File: config.mk
export PLATFORM = sky130hd
export DESIGN_NAME = spi_display_rx
export DESIGN_NICKNAME = d
export VERILOG_FILES = /design/src/rtl/spi_display_rx.sv
export SDC_FILE = /design/constraint.sdc
export NUM_CORES = 1
export LEC_CHECK = 0
export BUFFER_PORTS_ARGS = -buffer_cell sky130_fd_sc_hd__buf_2
export CAP_MARGIN = 20
export CORE_UTILIZATION = 40
export CTS_CLUSTER_SIZE = 8
export DETAILED_ROUTE_END_ITERATION = 10
export MAX_ROUTING_LAYER = met4
export PLACE_DENSITY = 0.59
export SETUP_SLACK_MARGIN = 0.05
export SYNTH_ARGS = -nofsm -noshare
export SYNTH_HDL_FRONTEND = slang
export SYNTH_SLANG_ARGS = --single-unit
File: constraint.sdc
create_clock -name clk -period 3.4 [get_ports clk]
set_input_delay 0 -clock clk [delete_from_list [all_inputs] [get_ports clk]]
set_output_delay 0 -clock clk [all_outputs]
set_load 0.1 [all_outputs]
File: src/rtl/spi_display_rx.sv
// SPI-fed 8-digit multiplexed LED display controller (MAX7219-style register map).
// SPI pins are synchronized into clk; committed words drive a PWM-dimmed digit scan.
module spi_display_rx #(
    parameter int PWM_STEP = 64
) (
    input  logic       clk,
    input  logic       res,
    input  logic       cs_in,
    input  logic       sck,
    input  logic       mosi,
    output logic [7:0] seg_out,
    output logic [7:0] dig_sel,
    output logic       word_valid,
    output logic       frame_err
);

    localparam int SW = (PWM_STEP > 1) ? $clog2(PWM_STEP) : 1;
    localparam logic [SW-1:0] STEP_LAST = SW'(PWM_STEP - 1);

    typedef enum logic {
        RX_IDLE  = 1'b0,
        RX_FRAME = 1'b1
    } rx_state_t;

    // Code B font: 0-9, '-', 'E', 'H', 'L', 'P', blank
    function automatic logic [6:0] code_b(input logic [3:0] v);
        logic [6:0] s;
        case (v)
            4'h0:    s = 7'h7E;
            4'h1:    s = 7'h30;
            4'h2:    s = 7'h6D;
            4'h3:    s = 7'h79;
            4'h4:    s = 7'h33;
            4'h5:    s = 7'h5B;
            4'h6:    s = 7'h5F;
            4'h7:    s = 7'h70;
            4'h8:    s = 7'h7F;
            4'h9:    s = 7'h7B;
            4'hA:    s = 7'h01;
            4'hB:    s = 7'h4F;
            4'hC:    s = 7'h37;
            4'hD:    s = 7'h0E;
            4'hE:    s = 7'h67;
            default: s = 7'h00;
        endcase
        return s;
    endfunction

    logic            cs_s1_q, cs_s2_q, cs_s3_q;
    logic            sck_s1_q, sck_s2_q, sck_s3_q;
    logic            mosi_s1_q, mosi_s2_q, mosi_bit_q;
    logic [2:0]      vld_q;
    logic            cs_fall_q, cs_rise_q, sck_rise_q;
    logic            cs_fall_d, cs_rise_d, sck_rise_d;
    rx_state_t       rx_state_q, rx_state_d;
    logic [4:0]      bit_cnt_q, bit_cnt_d;
    logic [15:0]     shift_q, shift_d;
    logic [7:0]      dig_q [8];
    logic [7:0]      dig_d [8];
    logic [7:0]      decode_q, decode_d;
    logic [3:0]      intens_q, intens_d;
    logic [2:0]      scan_q, scan_d;
    logic            shut_q, shut_d;
    logic            test_q, test_d;
    logic [SW-1:0]   step_q, step_d;
    logic [3:0]      phase_q, phase_d;
    logic [2:0]      index_q, index_d;
    logic [7:0]      seg_q, seg_d;
    logic [7:0]      dsel_q, dsel_d;
    logic            wv_q, wv_d;
    logic            fe_q, fe_d;
    logic [2:0]      widx_s;
    logic [2:0]      limit_s;
    logic            lit_s;

    // Edge pulses; vld_q masks edges that would compare against reset-idle pipeline contents
    always_comb begin
        cs_fall_d  = vld_q[2] & cs_s3_q & ~cs_s2_q;
        cs_rise_d  = vld_q[2] & ~cs_s3_q & cs_s2_q;
        sck_rise_d = vld_q[2] & ~sck_s3_q & sck_s2_q;
    end

    // Receiver FSM and register file update
    always_comb begin
        rx_state_d = rx_state_q;
        bit_cnt_d  = bit_cnt_q;
        shift_d    = shift_q;
        dig_d      = dig_q;
        decode_d   = decode_q;
        intens_d   = intens_q;
        scan_d     = scan_q;
        shut_d     = shut_q;
        test_d     = test_q;
        wv_d       = 1'b0;
        fe_d       = 1'b0;
        widx_s     = shift_q[10:8] - 3'd1;
        case (rx_state_q)
            RX_IDLE: begin
                if (cs_fall_q) begin
                    rx_state_d = RX_FRAME;
                    bit_cnt_d  = 5'd0;
                end else begin
                    rx_state_d = RX_IDLE;
                end
            end
            RX_FRAME: begin
                if (cs_rise_q) begin
                    rx_state_d = RX_IDLE;
                    if (bit_cnt_q == 5'd16) begin
                        wv_d = 1'b1;
                        case (shift_q[11:8])
                            4'h1, 4'h2, 4'h3, 4'h4,
                            4'h5, 4'h6, 4'h7, 4'h8: dig_d[widx_s] = shift_q[7:0];
                            4'h9:    decode_d = shift_q[7:0];
                            4'hA:    intens_d = shift_q[3:0];
                            4'hB:    scan_d   = shift_q[2:0];
                            4'hC:    shut_d   = shift_q[0];
                            4'hF:    test_d   = shift_q[0];
                            default: test_d   = test_q;
                        endcase
                    end else begin
                        fe_d = 1'b1;
                    end
                end else if (sck_rise_q) begin
                    shift_d   = {shift_q[14:0], mosi_bit_q};
                    bit_cnt_d = (bit_cnt_q == 5'd16) ? 5'd16 : bit_cnt_q + 5'd1;
                end else begin
                    rx_state_d = RX_FRAME;
                end
            end
            default: rx_state_d = RX_IDLE;
        endcase
    end

    // Digit slot timing and scan index; display test forces a full 8-digit scan
    always_comb begin
        step_d  = step_q;
        phase_d = phase_q;
        index_d = index_q;
        limit_s = test_q ? 3'd7 : scan_q;
        if (step_q == STEP_LAST) begin
            step_d  = '0;
            phase_d = phase_q + 4'd1;
            if (phase_q == 4'd15) begin
                index_d = (index_q >= limit_s) ? 3'd0 : index_q + 3'd1;
            end else begin
                index_d = index_q;
            end
        end else begin
            step_d = step_q + SW'(1);
        end
    end

    // Segment and digit drive for the current slot and phase
    always_comb begin
        seg_d  = 8'h00;
        dsel_d = 8'h00;
        lit_s  = test_q | (shut_q & (phase_q <= intens_q));
        if (lit_s) begin
            dsel_d = 8'b1 << index_q;
            if (test_q) begin
                seg_d = 8'hFF;
            end else if (decode_q[index_q]) begin
                seg_d = {dig_q[index_q][7], code_b(dig_q[index_q][3:0])};
            end else begin
                seg_d = dig_q[index_q];
            end
        end else begin
            seg_d  = 8'h00;
            dsel_d = 8'h00;
        end
    end

    // State registers; res overrides every event in the same cycle
    always_ff @(posedge clk) begin
        if (res) begin
            cs_s1_q    <= 1'b1;
            cs_s2_q    <= 1'b1;
            cs_s3_q    <= 1'b1;
            sck_s1_q   <= 1'b0;
            sck_s2_q   <= 1'b0;
            sck_s3_q   <= 1'b0;
            mosi_s1_q  <= 1'b0;
            mosi_s2_q  <= 1'b0;
            mosi_bit_q <= 1'b0;
            vld_q      <= 3'b000;
            cs_fall_q  <= 1'b0;
            cs_rise_q  <= 1'b0;
            sck_rise_q <= 1'b0;
            rx_state_q <= RX_IDLE;
            bit_cnt_q  <= 5'd0;
            shift_q    <= 16'h0000;
            for (int i = 0; i < 8; i++) begin
                dig_q[i] <= 8'h00;
            end
            decode_q   <= 8'h00;
            intens_q   <= 4'h0;
            scan_q     <= 3'd0;
            shut_q     <= 1'b0;
            test_q     <= 1'b0;
            step_q     <= '0;
            phase_q    <= 4'd0;
            index_q    <= 3'd0;
            seg_q      <= 8'h00;
            dsel_q     <= 8'h00;
            wv_q       <= 1'b0;
            fe_q       <= 1'b0;
        end else begin
            cs_s1_q    <= cs_in;
            cs_s2_q    <= cs_s1_q;
            cs_s3_q    <= cs_s2_q;
            sck_s1_q   <= sck;
            sck_s2_q   <= sck_s1_q;
            sck_s3_q   <= sck_s2_q;
            mosi_s1_q  <= mosi;
            mosi_s2_q  <= mosi_s1_q;
            mosi_bit_q <= mosi_s2_q;
            vld_q      <= {vld_q[1:0], 1'b1};
            cs_fall_q  <= cs_fall_d;
            cs_rise_q  <= cs_rise_d;
            sck_rise_q <= sck_rise_d;
            rx_state_q <= rx_state_d;
            bit_cnt_q  <= bit_cnt_d;
            shift_q    <= shift_d;
            dig_q      <= dig_d;
            decode_q   <= decode_d;
            intens_q   <= intens_d;
            scan_q     <= scan_d;
            shut_q     <= shut_d;
            test_q     <= test_d;
            step_q     <= step_d;
            phase_q    <= phase_d;
            index_q    <= index_d;
            seg_q      <= seg_d;
            dsel_q     <= dsel_d;
            wv_q       <= wv_d;
            fe_q       <= fe_d;
        end
    end

    assign seg_out    = seg_q;
    assign dig_sel    = dsel_q;
    assign word_valid = wv_q;
    assign frame_err  = fe_q;

endmodule

-- Yosys cells after proc, flatten, opt, wreduce, memory -nomap -nowiden
Memories as Yosys holds them, arrays and structs flattened.
Index checks and enable logic that the tools add are counted.
- add/sub/neg operators: 5
- order comparisons: 6
- equal/unequal tests: 19
- shift-type cells: 1
- muxes and demuxes: 23
- bitwise gates (word level): 16
- reduce and logical (&&, ||, !) cells: 14
- operators with widths (kind ; number):
    $bwmux W64 ; 1
    $mux W8 ; 4
    $eq A4 B4 Y1 const B ; 7
    $bmux W8 S3 ; 1
    $demux W8 S3 ; 1
    $reduce_and A4 Y1 ; 6
    $mux W5 ; 4
    $eq A4 B3 Y1 const B ; 4
    $pmux W5 S2 ; 1
    $eq A4 B2 Y1 const B ; 2
    $ge A4 B4 Y1 const B ; 2
    $not A3 Y4 ; 2
    $reduce_or A8 Y1 ; 1
    $shl A1 B3 Y8 const A ; 1
    $and A1 B1 Y1 ; 7
    $mux W7 ; 1
    $add A6 B1 Y6 const B ; 1
    $eq A6 B6 Y1 const B ; 1
    $mux W1 ; 6
    $mux W3 ; 2
    $ne A2 B2 Y1 const B ; 3
    $not A1 Y1 ; 6
    $reduce_and A3 Y1 ; 2
    $add A5 B1 Y5 const B ; 1
    other kinds (16) ; 17
- register bits after elaboration: 145
- memory bits (read-only): 112
- output and inout port bits: 18
- logic and storage cells: 122
- memories: 1
- memory list (name ; words ; width ; rd ports ; clocked after Yosys merged registers in ; wr ports ; line ; text):
    (name not given) ; 16 ; 7 ; 1 ; 0 ; 0 ; 28 ; case (v)

-- Longest topological paths before layout
- word-level depth: 7
- mapped depth: 10
- mapped depth without buffers: 8

-- Worst setup path before layout
No wires, ideal clock.
- path kind: register to register
- start: register shift_q[8]
- end: register dig_q[17] (netlist name)
- data arrival time: 2279 ps
- path slack: 993 ps
- cell stages (with the launch flop): 10
- buffers on the path: 2
- period minus slack after synthesis: 2407 ps
- cells stage by stage: dfxtp_1 -> clkbuf_1 -> inv_1 -> ha_1 -> a2111oi_1 -> o21ai_2 -> and4_1 -> buf_2 -> mux2i_1 -> nor2_1
- longest elaborated chain between the ends: 7
- elaborated cells between the ends (all ways): 18
- ends and longest elaborated chain (element ; line ; text):
    start, declared ; 57 ; logic [15:0] shift_q, shift_d;
    start signal, assigned ; 224 ; shift_q <= shift_d;
    $sub A3 B1 Y3 ; 96 ; widx_s = shift_q[10:8] - 3'd1;
    $not A3 Y4 (implied by the code) ; 113 ; 4'h5, 4'h6, 4'h7, 4'h8: dig_d[widx_s] = shift_q[7:0];
    $ge A4 B4 Y1 (implied by the code) / $lt A4 B1 Y1 (equally long branches) ; 113 ;
    $logic_and A1 B1 Y1 (implied by the code) ; 113 ;
    $mux W8 (implied by the code) ; 113 ;
    $demux W8 S3 ; 113 ;
    $bwmux W64 ; 113 ;
    end signal, assigned ; 225 ; dig_q <= dig_d;
    end, declared ; 58 ; logic [7:0] dig_q [8];
Several ways; a longest one is shown, not always the timed one.
A chain may end at the register's enable or synchronous reset.

-- Worst setup path in the final report
- start: register index_q[2]
- end: register seg_q[3] (netlist: seg_out[3])
- longest elaborated chain between the ends: 7
- elaborated cells between the ends (all ways): 9
- ends and longest elaborated chain (element ; line ; text):
    start, declared ; 67 ; logic [2:0] index_q, index_d;
    start signal, assigned ; 233 ; index_q <= index_d;
    $not A3 Y4 (implied by the code) ; 164, 166 ;
    $bmux W8 S3 ; 164, 166 ;
    $mux W8 (implied by the code) (2 in a row) ; 166 ; seg_d = dig_q[index_q];
    $mem_v2 Z16 W7 ; -- ;
    $mux W7 (*) ; 163 ; end else if (decode_q[index_q]) begin
    $mux W8 (*) ; 161 ; if (test_q) begin
    end signal, assigned ; 234 ; seg_q <= seg_d;
    end, declared ; 68 ; logic [7:0] seg_q, seg_d;
Every way passes the cells marked *; elsewhere a longest branch is shown, timed or not. The select of a mux whose other input is x is not followed.

==> impl_metrics.tcl <==
set metrics [dict create \
    synth.avg_cell_area_um2 9.990 \
    cts_resized 0 \
    slew-limit-headroom_pct 32.30 \
    combPwrFrac_pct 1.0 \
    totalWireLength_mm 12.95 \
    clk_pin_slew_ps 60 \
    drv_slew 0 \
    cpPeakStageDelay_ps 760 \
    place_congestion 0.8942 \
    dp_hpwl_mm 8.698 \
    worst_setup_path_end_kind "flop" \
    grt_max_degree 77 \
    syn-cell-area_mm2 0.006384 \
    synth_nets 670 \
    p_int_uw 3038 \
    ys_async_sr_fraction_pct 0 \
    hold_path.class "primary input to flop" \
    ir_drop_mv 0.3226 \
    io_pins 23 \
    synth_top_family_by_area "multiplexers" \
    swShare_pct 19.99 \
    ant_nets 0 \
    tightestPinTransition_ps 1016 \
    drt_iter0_drc 283 \
    worst_hold_slack_ps 32.39 \
    worst_ep_arrival_time_ps 3060 \
    yosys.area_share.simple_pct 17.09 \
    die-area_mm2 0.01647 \
    synth_edf_count 0 \
    synth-xor-area-share_pct 1.509 \
    finalHoldViolCount 0 \
    setup_violations 0 \
    ys_top_cells_by_area "dfxtp_1 45%, mux2i_1 12%, mux4_2 6.4%" \
    nFillCells 1427 \
    route.vias.total 4482 \
    synth.most_common_cell "dfxtp_1" \
    slowest_stage "dfxtp_1" \
    power_uw 3797 \
    core-area_mm2 0.01537 \
    synthTopCellsByCount "145 x dfxtp_1, 91 x nor2_1, 77 x mux2i_1" \
    ctsHtreeMaxLevel 4 \
    startpoint_type "flop" \
    wl_per_cell_um 14.80 \
    ys_seq_elements 145 \
    synth_fa_ha_area_share_pct 5.096 \
    dr.pass1.iters 4 \
    tns_ps 0 \
    seq_power_share_pct 45.1 \
    gr-usage-all-layers_pct 17.86 \
    final_area_mm2 0.007321 \
    critPathBufInv 1 \
    grt_pass1_vias 4341 \
    route.detailed.drc 0 \
    die-width_um 128.3 \
    path_delay_family "multiplexers" \
    numCtsBuffers 17 \
    viasPerCell 5.122 \
    synth_area_leader_cell "dfxtp_1" \
    synthMuxAreaShare_pct 19.93 \
    synth_ff_type "dfxtp_1" \
    synth_cell_type_count 57 \
    drive_above_1_share_pct 15.51 \
    antenna_found_initial 0 \
    num_rows 45 \
    synth_compound_area_share_pct 7.115 \
    worstPathMaxFanout 13 \
    p_leak_uw 0.003074 \
    cp_data_required_time_ps 3650 \
    clkLatencyLatePin_ps 420 \
    cts.sinks 145 \
    clockBufferDepth 2 \
    ys_seq_area_share_pct 45.47 \
    path_class "flop to flop" \
    diodes 0 \
    max_freq_mhz 356.8 \
    power_frac_clock_pct 53.9 \
    switching_power_uw 758.9 \
    cts_tree "done" \
    grt_pass1_wl_mm 21.91 \
    cts-root-buf "clkbuf_16" \
    status "complete, no violations" \
    grt-ovfl-total 0 \
    period_minus_slack_ps 2803 \
    path_cells "mux4_2 > mux2_2 > clkinv_1 > ha_1 > o21ai_1 > a2111oi_0 > a311oi_1" \
    numPortBuffers 22 \
    die_h_um 128.3 \
    p_per_area_mw_per_mm2 518.7 \
    cap_viol_max_count 0 \
    final_nets 682 \
    period_share_pct 82.44 \
    area_delta_synth_final_pct 14.68 \
    synthCells 639 \
    synth_top_cell_area_share_pct 45.47 \
    dpl-instance-area_mm2 0.006639 \
    initial_utilization_pct 41.53 \
    rsz0062_at_grt "no" \
    skew_ps 12.47 \
    yosysWarnings 0 \
]
## placed cells by master, fill, tap and decap left out, drive strengths merged, types with 6 or more instances in the layout
cell	n
mux4	18
and2	8
nor3	6
ha	26
clkbuf	18
o21ai	10
inv	17
a21oi	42
nor2b	9
xnor2	6
nand2	55
clkinv	6
dfxtp	145
buf	29
nand4	9
nor2	93
nand3	19
mux2i	79
## cell type report
| type | count | area (um^2) | area share [%] |
|---|---|---|---|
| Clock inverter | 14 | 212.7 | 2.905 |
| Tap cell | 211 | 264.0 | 3.606 |
| Clock buffer | 18 | 439.2 | 5.999 |
| Sequential cell | 145 | 2903 | 39.65 |
| Multi-Input combinational cell | 437 | 3239 | 44.25 |
| Timing Repair Buffer | 32 | 195.2 | 2.666 |
| Inverter | 18 | 67.56 | 0.9229 |
## power by group through the flow
stage          Sequential (uW)  Clock, uW  Combinational (uW)
6_report                  1710       2050                38.8
2_1_floorplan             1750          0                29.1
5_1_grt                   1710       2150                43.1
3_3_place_gp              1750          0                35.6
3_5_place_dp              1750          0                36.6
4_1_cts                   1710       2070                39.2
## sequential cells by signal, indices dropped and copies added, names as in the netlist, 4 cells and up
signal / flops
decode_q: 8
shift_q: 12
seg_out: 8
dig_q: 64
step_q: 6
dig_sel: 8
intens_q: 4
bit_cnt_q: 5
phase_q: 4
## cells by family after synthesis
| kind of cell | after synthesis |
|---|---|
| compound gates | 75 |
| fa+ha+maj | 26 |
| mux | 102 |
| flops | 145 |
| simple gates | 223 |
| buf+inv | 57 |
| xor+xnor | 11 |
## worst paths after layout
path              startpoint    endpoint  slack, ps  cells past startpoint
hold / removal           res  rx_state_q         30                      2
setup / recovery  index_q[2]  seg_out[3]        600                      7
hold reg to reg      cs_s1_q     cs_s2_q        410                      1
setup reg to reg  index_q[2]  seg_out[3]        600                      7
## layer usage
layer  track usage, %  routed length (um)
met2            28.39                6247
met1            22.17                6126
met4            6.367                 167
met3            4.158                 404
met5                -                   0
## per-stage QoR
step | worst slack (ps) | utilization [%] | instances
3_3_place_gp | 629.4 | 43.19 | 840
6_report | 597.1 | 47.63 | 875
5_1_grt | 264.4 | 47.63 | 875
3_5_place_dp | 572.9 | 43.19 | 840
2_1_floorplan | 993.2 | - | 639
4_1_cts | 547.6 | 47.63 | 875
## worst reg2reg max path, stage by stage (launching register included)
cell and delay, ps:
dfxtp_1 760, mux4_2 580, mux2_2 350, clkinv_1 140, ha_1 230, o21ai_1 80, a2111oi_0 390, a311oi_1 100
## timing repair
| item | in CTS | in global routing |
|---|---|---|
| buffers inserted | 0 | 0 |
| hold endpoints to repair | 3 | 0 |
| hold buffers | 3 | 0 |
Note: power is estimated with default switching activity, not from simulation.
